<file path="src/rtl/decode_window_ctrl_pkg.sv">
// rtl/decode_window_ctrl_pkg.sv - shared constants, prefix byte codes and state encoding for the decode window
package decode_window_ctrl_pkg;

  localparam int DEF_WIN_BYTES   = 12;
  localparam int DEF_MAX_INS_LEN = 15;

  localparam logic [7:0] PFX_LOCK   = 8'hF0;
  localparam logic [7:0] PFX_REPNE  = 8'hF2;
  localparam logic [7:0] PFX_REP    = 8'hF3;
  localparam logic [7:0] PFX_ES     = 8'h26;
  localparam logic [7:0] PFX_CS     = 8'h2E;
  localparam logic [7:0] PFX_SS     = 8'h36;
  localparam logic [7:0] PFX_DS     = 8'h3E;
  localparam logic [7:0] PFX_FS     = 8'h64;
  localparam logic [7:0] PFX_GS     = 8'h65;
  localparam logic [7:0] PFX_OPSIZE = 8'h66;
  localparam logic [7:0] PFX_ADSIZE = 8'h67;
  localparam logic [7:0] PFX_ESC    = 8'h0F;

  localparam logic [1:0] REP_NONE = 2'b00;
  localparam logic [1:0] REP_F3   = 2'b01;
  localparam logic [1:0] REP_F2   = 2'b10;

  localparam logic [2:0] SEG_ES = 3'd0;
  localparam logic [2:0] SEG_CS = 3'd1;
  localparam logic [2:0] SEG_SS = 3'd2;
  localparam logic [2:0] SEG_DS = 3'd3;
  localparam logic [2:0] SEG_FS = 3'd4;
  localparam logic [2:0] SEG_GS = 3'd5;

  typedef enum logic {
    ST_RUN   = 1'b0,
    ST_FAULT = 1'b1
  } state_t;

  function automatic logic is_prefix_byte(input logic [7:0] b);
    case (b)
      PFX_LOCK, PFX_REPNE, PFX_REP, PFX_ES, PFX_CS, PFX_SS, PFX_DS,
      PFX_FS, PFX_GS, PFX_OPSIZE, PFX_ADSIZE, PFX_ESC: is_prefix_byte = 1'b1;
      default:                                         is_prefix_byte = 1'b0;
    endcase
  endfunction

endpackage

</file>
<file path="src/rtl/decode_window_shifter.sv">
// rtl/decode_window_shifter.sv - byte shift-down of the decode window plus append at a byte offset, zero fill
module decode_window_shifter
  import decode_window_ctrl_pkg::*;
#(
  parameter int WIN_BYTES = DEF_WIN_BYTES
) (
  input  logic [8*WIN_BYTES-1:0] i_win,
  input  logic [3:0]             i_shift,
  input  logic [4:0]             i_base,
  input  logic                   i_app_en,
  input  logic [31:0]            i_app_data,
  input  logic [2:0]             i_app_len,
  output logic [8*WIN_BYTES-1:0] o_win
);

  logic [8*WIN_BYTES-1:0] w_shifted;

  // Logical shift zero-fills the vacated upper bytes.
  assign w_shifted = i_win >> {i_shift, 3'b000};

  always_comb begin
    o_win = w_shifted;
    for (int j = 0; j < WIN_BYTES; j++) begin
      for (int k = 0; k < 4; k++) begin
        if (i_app_en && (k < int'(i_app_len)) && (int'(i_base) + k == j)) begin
          o_win[8*j +: 8] = i_app_data[8*k +: 8];
        end
      end
    end
  end

endmodule

</file>
<file path="src/rtl/decode_window_ctrl.sv">
// rtl/decode_window_ctrl.sv - decode window sequencer: fill, prefix absorb, consume and length limit
// Optional AO486_DEC_PERF_EN adds perf_clear / perf_ins_count / perf_prefix_count.
module decode_window_ctrl
  import decode_window_ctrl_pkg::*;
#(
  parameter int WIN_BYTES   = DEF_WIN_BYTES,
  parameter int MAX_INS_LEN = DEF_MAX_INS_LEN
) (
  input  logic                   clk,
  input  logic                   rst_n,
  input  logic                   dec_reset,
  input  logic [31:0]            prefetch_data,
  input  logic [2:0]             prefetch_length,
  input  logic                   prefetch_valid,
  output logic                   prefetch_accept,
  output logic [8*WIN_BYTES-1:0] decoder,
  output logic                   dec_window_valid,
  input  logic                   consume_valid,
  input  logic [3:0]             consume_len,
  input  logic                   micro_busy,
  output logic                   prefix_group_1_lock,
  output logic [1:0]             dec_prefix_group_1_rep,
  output logic                   dec_prefix_2byte,
  output logic                   dec_operand_32bit,
  output logic                   dec_address_32bit,
  output logic [2:0]             dec_segment,
  output logic                   dec_segment_valid,
  input  logic                   protected_mode,
  output logic                   dec_valid,
  output logic [3:0]             dec_ins_len,
  output logic                   dec_gp_fault
`ifdef AO486_DEC_PERF_EN
  ,
  input  logic                   perf_clear,
  output logic [31:0]            perf_ins_count,
  output logic [31:0]            perf_prefix_count
`endif
);

  state_t                 r_state;
  logic [8*WIN_BYTES-1:0] r_window;
  logic [4:0]             r_count;
  logic [3:0]             r_ins_len;
  logic                   r_lock, r_2byte, r_opsize, r_adsize, r_segv, r_dec_valid;
  logic [1:0]             r_rep;
  logic [2:0]             r_seg;
  logic [3:0]             r_dec_ins_len;

  logic [7:0]             w_byte0;
  logic                   w_is_prefix, w_win_valid, w_accept, w_consume, w_absorb;
  logic                   w_consume_fault, w_absorb_fault, w_fault;
  logic [4:0]             w_total;
  logic [3:0]             w_shift;
  logic [4:0]             w_count_post, w_count_next;
  logic [8*WIN_BYTES-1:0] w_window_next;

  assign w_byte0 = r_window[7:0];
  // The byte following a 0F escape is an opcode even if it looks like a prefix.
  assign w_is_prefix = (r_state == ST_RUN) && (r_count != 5'd0) && !r_2byte && is_prefix_byte(w_byte0);
  assign w_win_valid = (r_state == ST_RUN) && (r_count != 5'd0) && !w_is_prefix && !micro_busy;
  assign w_accept    = (r_state == ST_RUN) && prefetch_valid && !dec_reset &&
                       ((r_count + {2'b00, prefetch_length}) <= 5'(WIN_BYTES));
  assign w_consume   = w_win_valid && consume_valid && !dec_reset;
  assign w_absorb    = w_is_prefix && !dec_reset;

  assign w_total         = {1'b0, r_ins_len} + {1'b0, consume_len};
  assign w_consume_fault = w_consume && (w_total > 5'(MAX_INS_LEN));
  assign w_absorb_fault  = w_absorb && (({1'b0, r_ins_len} + 5'd1) == 5'(MAX_INS_LEN));
  assign w_fault         = w_consume_fault || w_absorb_fault;

  assign w_shift      = w_consume ? consume_len : (w_absorb ? 4'd1 : 4'd0);
  assign w_count_post = r_count - {1'b0, w_shift};
  assign w_count_next = w_count_post + (w_accept ? {2'b00, prefetch_length} : 5'd0);

  decode_window_shifter #(.WIN_BYTES(WIN_BYTES)) u_shifter (
    .i_win      (r_window),
    .i_shift    (w_shift),
    .i_base     (w_count_post),
    .i_app_en   (w_accept),
    .i_app_data (prefetch_data),
    .i_app_len  (prefetch_length),
    .o_win      (w_window_next)
  );

  always_ff @(posedge clk or negedge rst_n) begin
    if (!rst_n) begin
      r_state <= ST_RUN;       r_window <= '0;        r_count <= 5'd0;
      r_ins_len <= 4'd0;       r_lock <= 1'b0;        r_rep <= REP_NONE;
      r_2byte <= 1'b0;         r_opsize <= 1'b0;      r_adsize <= 1'b0;
      r_seg <= SEG_ES;         r_segv <= 1'b0;        r_dec_valid <= 1'b0;
      r_dec_ins_len <= 4'd0;
    end else if (dec_reset) begin
      r_state <= ST_RUN;       r_window <= '0;        r_count <= 5'd0;
      r_ins_len <= 4'd0;       r_lock <= 1'b0;        r_rep <= REP_NONE;
      r_2byte <= 1'b0;         r_opsize <= 1'b0;      r_adsize <= 1'b0;
      r_seg <= SEG_ES;         r_segv <= 1'b0;        r_dec_valid <= 1'b0;
    end else if (r_state == ST_FAULT || w_fault) begin
      // Everything freezes until a flush; only the state moves.
      r_state     <= ST_FAULT;
      r_dec_valid <= 1'b0;
    end else begin
      r_window    <= w_window_next;
      r_count     <= w_count_next;
      r_dec_valid <= w_consume;
      if (w_consume) begin
        r_dec_ins_len <= w_total[3:0];
        r_ins_len <= 4'd0;     r_lock <= 1'b0;        r_rep <= REP_NONE;
        r_2byte <= 1'b0;       r_opsize <= 1'b0;      r_adsize <= 1'b0;
        r_seg <= SEG_ES;       r_segv <= 1'b0;
      end else if (w_absorb) begin
        r_ins_len <= r_ins_len + 4'd1;
        case (w_byte0)
          PFX_LOCK:   r_lock   <= 1'b1;
          PFX_REPNE:  r_rep    <= REP_F2;
          PFX_REP:    r_rep    <= REP_F3;
          PFX_ES:     begin r_seg <= SEG_ES; r_segv <= 1'b1; end
          PFX_CS:     begin r_seg <= SEG_CS; r_segv <= 1'b1; end
          PFX_SS:     begin r_seg <= SEG_SS; r_segv <= 1'b1; end
          PFX_DS:     begin r_seg <= SEG_DS; r_segv <= 1'b1; end
          PFX_FS:     begin r_seg <= SEG_FS; r_segv <= 1'b1; end
          PFX_GS:     begin r_seg <= SEG_GS; r_segv <= 1'b1; end
          PFX_OPSIZE: r_opsize <= 1'b1;
          PFX_ADSIZE: r_adsize <= 1'b1;
          PFX_ESC:    r_2byte  <= 1'b1;
          default:    ;
        endcase
      end
    end
  end

`ifdef AO486_DEC_PERF_EN
  logic        w_absorb_ok;
  logic [31:0] r_perf_ins, r_perf_pfx;

  assign w_absorb_ok = w_absorb && !w_fault;

  always_ff @(posedge clk or negedge rst_n) begin
    if (!rst_n) begin
      r_perf_ins <= 32'd0;
      r_perf_pfx <= 32'd0;
    end else if (perf_clear) begin
      r_perf_ins <= 32'd0;
      r_perf_pfx <= 32'd0;
    end else begin
      if (r_dec_valid) r_perf_ins <= r_perf_ins + 32'd1;
      if (w_absorb_ok) r_perf_pfx <= r_perf_pfx + 32'd1;
    end
  end

  assign perf_ins_count    = r_perf_ins;
  assign perf_prefix_count = r_perf_pfx;
`endif

  assign prefetch_accept        = w_accept;
  assign decoder                = r_window;
  assign dec_window_valid       = w_win_valid;
  assign prefix_group_1_lock    = r_lock;
  assign dec_prefix_group_1_rep = r_rep;
  assign dec_prefix_2byte       = r_2byte;
  assign dec_operand_32bit      = protected_mode ^ r_opsize;
  assign dec_address_32bit      = protected_mode ^ r_adsize;
  assign dec_segment            = r_seg;
  assign dec_segment_valid      = r_segv;
  assign dec_valid              = r_dec_valid;
  assign dec_ins_len            = r_dec_ins_len;
  assign dec_gp_fault           = (r_state == ST_FAULT);

endmodule

</file>
<file path="config.mk">
export PLATFORM = sky130hd
export DESIGN_NAME = decode_window_ctrl
export DESIGN_NICKNAME = d
export VERILOG_FILES = /design/src/rtl/decode_window_ctrl_pkg.sv /design/src/rtl/decode_window_shifter.sv /design/src/rtl/decode_window_ctrl.sv
export SDC_FILE = /design/constraint.sdc
export NUM_CORES = 1
export LEC_CHECK = 0
export BUFFER_PORTS_ARGS = -buffer_cell sky130_fd_sc_hd__buf_4
export CELL_PAD_IN_SITES_DETAIL_PLACEMENT = 0
export CELL_PAD_IN_SITES_GLOBAL_PLACEMENT = 1
export CORE_MARGIN = 2
export CORE_UTILIZATION = 30
export DETAILED_ROUTE_END_ITERATION = 8
export PLACE_DENSITY_LB_ADDON = 0.1
export SLEW_MARGIN = 20
export SYNTH_ARGS = -nofsm -noshare
export SYNTH_HDL_FRONTEND = slang
export SYNTH_SLANG_ARGS = --single-unit
</file>
<file path="constraint.sdc">
create_clock -name clk -period 12.9 [get_ports clk]
set_clock_uncertainty 0.1 [all_clocks]
set_input_delay 2.58 -clock clk [delete_from_list [all_inputs] [get_ports clk]]
set_output_delay 2.58 -clock clk [all_outputs]
set_load 0.1 [all_outputs]
</file>
# Yosys cells after proc, flatten, opt, wreduce, memory -nomap -nowiden
# Cells that the tools add are included.
[word_totals] word_cells=287 reg_bits=121 out_inout_bits=114
[op_classes] reduce_logical=96 order_cmp=6 n_shift=1 eq_ne=58 muxes=99 bitwise=5 addsub=9
[ops] operator="== test 32 x 4 -> 1 bit, second input constant" count=12
[ops] operator="== test 32 x 5 -> 1 bit, second input constant" count=12
[ops] operator="2-to-1 mux 8 bit" count=48
[ops] operator="== test 32 x 3 -> 1 bit, second input constant" count=6
[ops] operator="2-to-1 mux 96 bit" count=2
[ops] operator="logical NOT 32 bit" count=4
[ops] operator="== test 32 x 2 -> 1 bit, second input constant" count=3
[ops] operator=">> shifter 96 x 7 -> 96 bit" count=1
[ops] operator="logical AND 1 bit" count=65
[ops] operator="== test 8 x 6 -> 1 bit, second input constant" count=4
[ops] operator="== test 8 x 7 -> 1 bit, second input constant" count=4
[ops] operator="2-to-1 mux 1 bit" count=31
[ops] operator="== test 5 x 4 -> 1 bit, second input constant" count=5
[ops] operator="== test 8 bit, second input constant" count=3
[ops] operator="AND reduction 3 bit" count=8
[ops] operator="== test 5 bit, second input constant" count=4
[ops] operator="2-to-1 mux 4 bit" count=5
[ops] operator="one-hot mux 3 bit (6 select lines)" count=1
[ops] operator="nonzero test 3 bit" count=6
[ops] operator="2-to-1 mux 3 bit" count=5
[ops] operator="adder 5 x 2 -> 6 bit, second input constant" count=2
[ops] operator="OR reduction 12 bit" count=1
[ops] operator="adder 5 x 3 -> 5 bit" count=2
[ops] operator="== test 5 x 3 -> 1 bit, second input constant" count=2
[ops] operator="25 further kinds" count=38

# Depth between registers and ports, before layout
[depth] ltp_word=19 depth_mapped=25 depth_no_buf=20

# By module
# A second synthesis with hierarchy kept.
[hier_totals] hier_cells=1818 hier_area_um2=14550.2
[by_module_without_submodules] module="decode_window_shifter" seq_area_each_um2=0.0 cells_each=1188 area_each_um2=7683.6 instances=1
[by_module_without_submodules] module="decode_window_ctrl" seq_area_each_um2=3027.9 cells_each=630 area_each_um2=6866.6 instances=1

# Least setup slack after synthesis
# OpenSTA, ideal clock, no wires.
[synth_path] kind="in2reg" startpoint="in dec_reset" endpoint="reg r_window[8] (netlist: decoder[8])" setup_ps=95 t_required_ps=12705 stages=21 slack_ps=5059 arrival_ps=7645 path_cell_list="buf_2 -> nor2_1 -> o2111ai_1 -> a31o_2 -> inv_1 -> buf_2 -> buf_1 -> ha_1 -> inv_1 -> fa_1 -> xnor2_1 -> inv_2 -> ha_1 -> clkbuf_1 -> xnor3_1 -> nor3_2 -> nand4_1 -> a311o_1 -> nand2b_4 -> o32a_1 -> o31ai_1"
[synth_between] elab_chain_cells=13 word_cells_on_any_way=35
[synth_lines] element="start: declaration" line_no="decode_window_ctrl.sv:11" text="input logic dec_reset,"
[synth_lines] element="logical NOT 1 bit" line_no="decode_window_ctrl.sv:61, decode_window_ctrl.sv:63, decode_window_ctrl.sv:64"
[synth_lines] element="logical AND 1 bit" line_no="decode_window_ctrl.sv:64" text="assign w_absorb = w_is_prefix && !dec_reset;"
[synth_lines] element="2-to-1 mux 1 bit" line_no="decode_window_ctrl.sv:71" text="assign w_shift = w_consume ? consume_len : (w_absorb ? 4'd1 : 4'd0);"
[synth_lines] element="2-to-1 mux 4 bit" line_no="decode_window_ctrl.sv:71"
[synth_lines] element="subtractor 5 x 4 -> 5 bit" line_no="decode_window_ctrl.sv:72" text="assign w_count_post = r_count - {1'b0, w_shift};"
[synth_lines] element="adder 5 x 1 -> 6 bit / == test 5 x 2 -> 1 bit (equally long branches)" line_no="decode_window_shifter.sv:25" text="if (i_app_en && (k < int'(i_app_len)) && (int'(i_base) + k == j)) begin"
[synth_lines] element="== test 32 x 2 -> 1 bit / logical AND 1 bit (equally long branches)" line_no="decode_window_shifter.sv:25"
[synth_lines] element="logical AND 1 bit / 2-to-1 mux 8 bit (equally long branches)" line_no="decode_window_shifter.sv:25"
[synth_lines] element="2-to-1 mux 8 bit (3 in series)" line_no="decode_window_shifter.sv:25"
[synth_lines] element="2-to-1 mux 96 bit" line_no="decode_window_ctrl.sv:97" text="end else if (r_state == ST_FAULT || w_fault) begin"
[synth_lines] element="2-to-1 mux 96 bit" line_no="decode_window_ctrl.sv:92" text="end else if (dec_reset) begin"
[synth_lines] element="end signal: assignment" line_no="decode_window_ctrl.sv:102" text="r_window <= w_window_next;"
[synth_lines] element="end: declaration" line_no="decode_window_ctrl.sv:41" text="logic [8*WIN_BYTES-1:0] r_window;"
# Parallel ways exist; a longest one is shown, timed or not. The select of a mux whose other input is x is not followed.
# A chain may end at the register's enable or synchronous reset.

# Worst setup path in the final report
[layout_path] startpoint="in dec_reset" endpoint="reg r_window[7] (netlist: decoder[7])"
[layout_between] elab_chain_cells=13 word_cells_on_any_way=35
[layout_lines] element="logical NOT 1 bit" line_no="decode_window_ctrl.sv:61, decode_window_ctrl.sv:63, decode_window_ctrl.sv:64"
[layout_lines] element="logical AND 1 bit" line_no="decode_window_ctrl.sv:64"
[layout_lines] element="2-to-1 mux 1 bit" line_no="decode_window_ctrl.sv:71"
[layout_lines] element="2-to-1 mux 4 bit" line_no="decode_window_ctrl.sv:71"
[layout_lines] element="subtractor 5 x 4 -> 5 bit" line_no="decode_window_ctrl.sv:72"
[layout_lines] element="adder 5 x 1 -> 6 bit / logical NOT 32 bit (equally long branches)" line_no="decode_window_shifter.sv:25"
[layout_lines] element="logical NOT 32 bit / logical AND 1 bit (equally long branches)" line_no="decode_window_shifter.sv:25"
[layout_lines] element="logical AND 1 bit / 2-to-1 mux 8 bit (equally long branches)" line_no="decode_window_shifter.sv:25"
[layout_lines] element="2-to-1 mux 8 bit (3 in series)" line_no="decode_window_shifter.sv:25"
[layout_lines] element="2-to-1 mux 96 bit" line_no="decode_window_ctrl.sv:97"
[layout_lines] element="2-to-1 mux 96 bit" line_no="decode_window_ctrl.sv:92"
# Parallel ways exist; a longest one is shown, timed or not. The select of a mux whose other input is x is not followed.

==> summary.txt <==
status -> finished, final reports clean
WL/cell -> 33.1 microns
slew margin rel. -> 19.8%
Yosys top cell area share -> 24.1%
Hold EP -> dec_ins_len[0]$_DFFE_PN0P_
Slowest-stage cell, CP -> fa_1
cell family with most CP delay -> buffers and inverters
largest net degree at the start of global routing -> 66
Setup Fix Bufs, Post-CTS -> 0
hold_buf cts -> 0
Synth Register Bits -> 121
worst path buffer plus inverter count -> 7
# clock sinks -> 121
CP arrival -> 9.25 ns
asr flop ratio synth -> 100%
Hold Vio Cnt, Final -> 0
# IOs -> 160
die area -> 43500 sq um
Worst setup SP type -> primary input
syn_nets -> 1628
Post-synth EDFFs -> 0
gr usage total -> 32.9%
FF-to-FF End -> decoder[7]$_DFFE_PN0P_
cts bufs inserted -> 17
routed vias -> 14800
H-tree levels -> 4
Cell Pwr Density -> 167 nW/um^2
remaining global-route overflow -> 0
Crit Path Category -> in2reg
Crit Path Max Fanout -> 28
post-cts sizing count -> 0
Cell Area, Synth -> 12600 sq um
CTS tree -> yes
Syn-to-layout area delta -> 17.6%
DRC viols -> 0
P_leak -> 6.69 nW
period utilisation layout -> 69.6%
first-pass GRT wire length -> 105000 microns
Final Setup Violations -> 0
Setup crit end kind -> register
Clock Tree Root -> clkbuf_16
initial core utilization -> 30.6%
first-pass iteration count of the detailed router -> 6
hold path cells -> 2
nets -> 1720
Max Freq -> 0.111 GHz
WP data required -> 13.17 ns
hpwl dp -> 54500 microns
Vias/cell -> 6.72
CP most frequent cell -> buf_4
max_cap viols -> 0
worst setup margin -> 3.92 ns
worst r2r src -> r_count[1]$_DFFE_PN0P_
Mapped Cells -> 1560
Critical Path Max Stage Delay -> 0.67 ns
Yosys top cell by area -> dfrtp_1
synth warn -> 0
sequential area share after synthesis -> 24.1%
Min Clock Period, post-route -> 8.98 ns
worst-skew pair later-pin latency -> 0.47 ns
Rows -> 74
Hold Crit Start -> dec_ins_len[0]$_DFFE_PN0P_
Slew Viols, Final -> 0
antenna-violating nets left -> 0
Synth cell types -> 89
commonest non-fill, non-tap cell in the layout -> buf_4
Die H -> 209 microns
clock-pin slew on the worst setup and hold paths -> 0.06 ns
peak supply drop -> 0.0750 mV
Synth Flop Type -> dfrtp_1
RePlAce Congestion -> 0.966
vias in the first global route -> 14400
share of layout cells above drive strength 1 -> 16.7%
most frequent cells in the layout -> buf_4, mux2i_1, nor2_1
Clock Tree Buf Depth -> 2
Hold WC Path Type -> reg2reg
final wirelength -> 72800 microns
synth top area cells -> dfrtp_1, mux2i_1, o21ai_0
CP Cell Sequence -> buf_4, clkinv_1, buf_4, and3_1, and3_1, buf_4, clkinv_2, fa_1, xnor2_1, buf_4, inv_2, ha_1, xnor3_1, nor3_2, nand4_1, and2_1, a21oi_2, o21ai_0, o31ai_1
initial DRC count -> 1929
core area -> 41100 sq um
RSZ-0062 raised after global routing -> no
Mapped Avg Cell Area -> 8.05 sq um
DIE WIDTH -> 209 microns
IO Port Bufs -> 159
Worst Max-Slew Pin Slew -> 1.19 ns
pre-CTS worst setup slack -> 3.54 ns
initial antenna violation count -> 5
reg-to-reg setup timing slack -> 5.46 ns
r2r worst-path depth -> 18
crit path launch -> dec_reset
setup TNS -> 0 ns
==> worst min-delay path, cell delays in order, from the launching register on <==
cell and delay [ns]:
dfrtp_1 0.35, nand2_1 0.05, nand2_1 0.05
==> worst max-delay path by stage <==
| stage | end | slack, ns | cells past startpoint |
|---|---|---|---|
| finish | decoder[7]$_DFFE_PN0P_ | 3.92 | 19 |
| global route | decoder[7]$_DFFE_PN0P_ | 3.58 | 19 |
| CTS | decoder[8]$_DFFE_PN0P_ | 4.03 | 19 |
| detailed placement | decoder[8]$_DFFE_PN0P_ | 3.54 | 19 |
| global placement | decoder[8]$_DFFE_PN0P_ | 3.61 | 19 |
| floorplan | decoder[8]$_DFFE_PN0P_ | 5.06 | 21 |
==> synth_stat cells (7+ instances only) <==
library cell,count
o22ai_1,32
a21oi_1,72
o211ai_1,42
nor2_1,132
or4_1,10
o22a_1,13
a21o_1,15
nand3_1,47
xnor2_1,8
a221oi_1,36
and2_1,11
o21ai_0,118
dfrtp_1,121
nor2b_1,14
mux2i_1,144
buf_2,27
a221o_1,37
o31ai_1,9
a211oi_1,28
or3_1,7
a22o_1,21
o31a_1,7
a32oi_1,14
mux2_2,17
o2bb2ai_1,13
nor3_1,68
a22oi_1,50
and3_1,13
o211a_1,17
nand2_1,119
ha_1,18
nor4_1,14
nand4_1,16
o221ai_1,19
inv_1,31
clkbuf_1,72
buf_1,8
==> area by class of cell <==
type                            instances  area, sq um
Antenna cell                            2         5.00
Clock buffer                           19          453
Clock inverter                         11          124
Fill cell                            4407        26300
Inverter                               37          140
Multi-Input combinational cell       1286         8930
Sequential cell                       121         3030
Tap cell                              532          666
Timing Repair Buffer                  189         1420
==> cells by family after synthesis <==
group	count (synthesis)	synth area share, %
buffers and inverters	153	5.24
AOI/OAI and AO/OA	596	34.4
xor gates and xnor gates	15	1.37
muxes	162	13.2
and+or+nand+nor	491	19.3
adders and majority gates	22	2.43
DFF	121	24.1
==> stage by stage <==
stage | hold WS (ns) | cells | power [mW] | area (sq um) | utilization (%)
after CTS | 0.386 | 2195 | 2.43 | 14700 | 35.9
after global placement | 0.363 | 2164 | 1.93 | 14100 | 34.4
after global routing | 0.409 | 2196 | 2.55 | 14800 | 35.9
final | 0.383 | 2197 | 2.46 | 14800 | 35.9
after detailed placement | 0.369 | 2165 | 1.92 | 14200 | 34.5
after floorplan | 0.381 | 1560 | 1.47 | 12600 | -
==> registers in the layout, summed over array words and instances (netlist names), 2 cells and up <==
signal	count
r_count	5
dec_prefix_group_1_rep	2
r_ins_len	4
dec_segment	3
dec_ins_len	4
decoder	96
==> power by group <==
part,switching (mW),internal [mW]
clock network,0.216,0.292
logic,1.06,0.355
registers,0.107,0.432
==> layer usage <==
layer	global-route usage, %	routed length [microns]
met3	8.36	7560
met5	0	57
met2	49.9	31800
met1	46.2	31700
met4	9.31	1720
No activity file was read; power rests on OpenSTA's default activity.
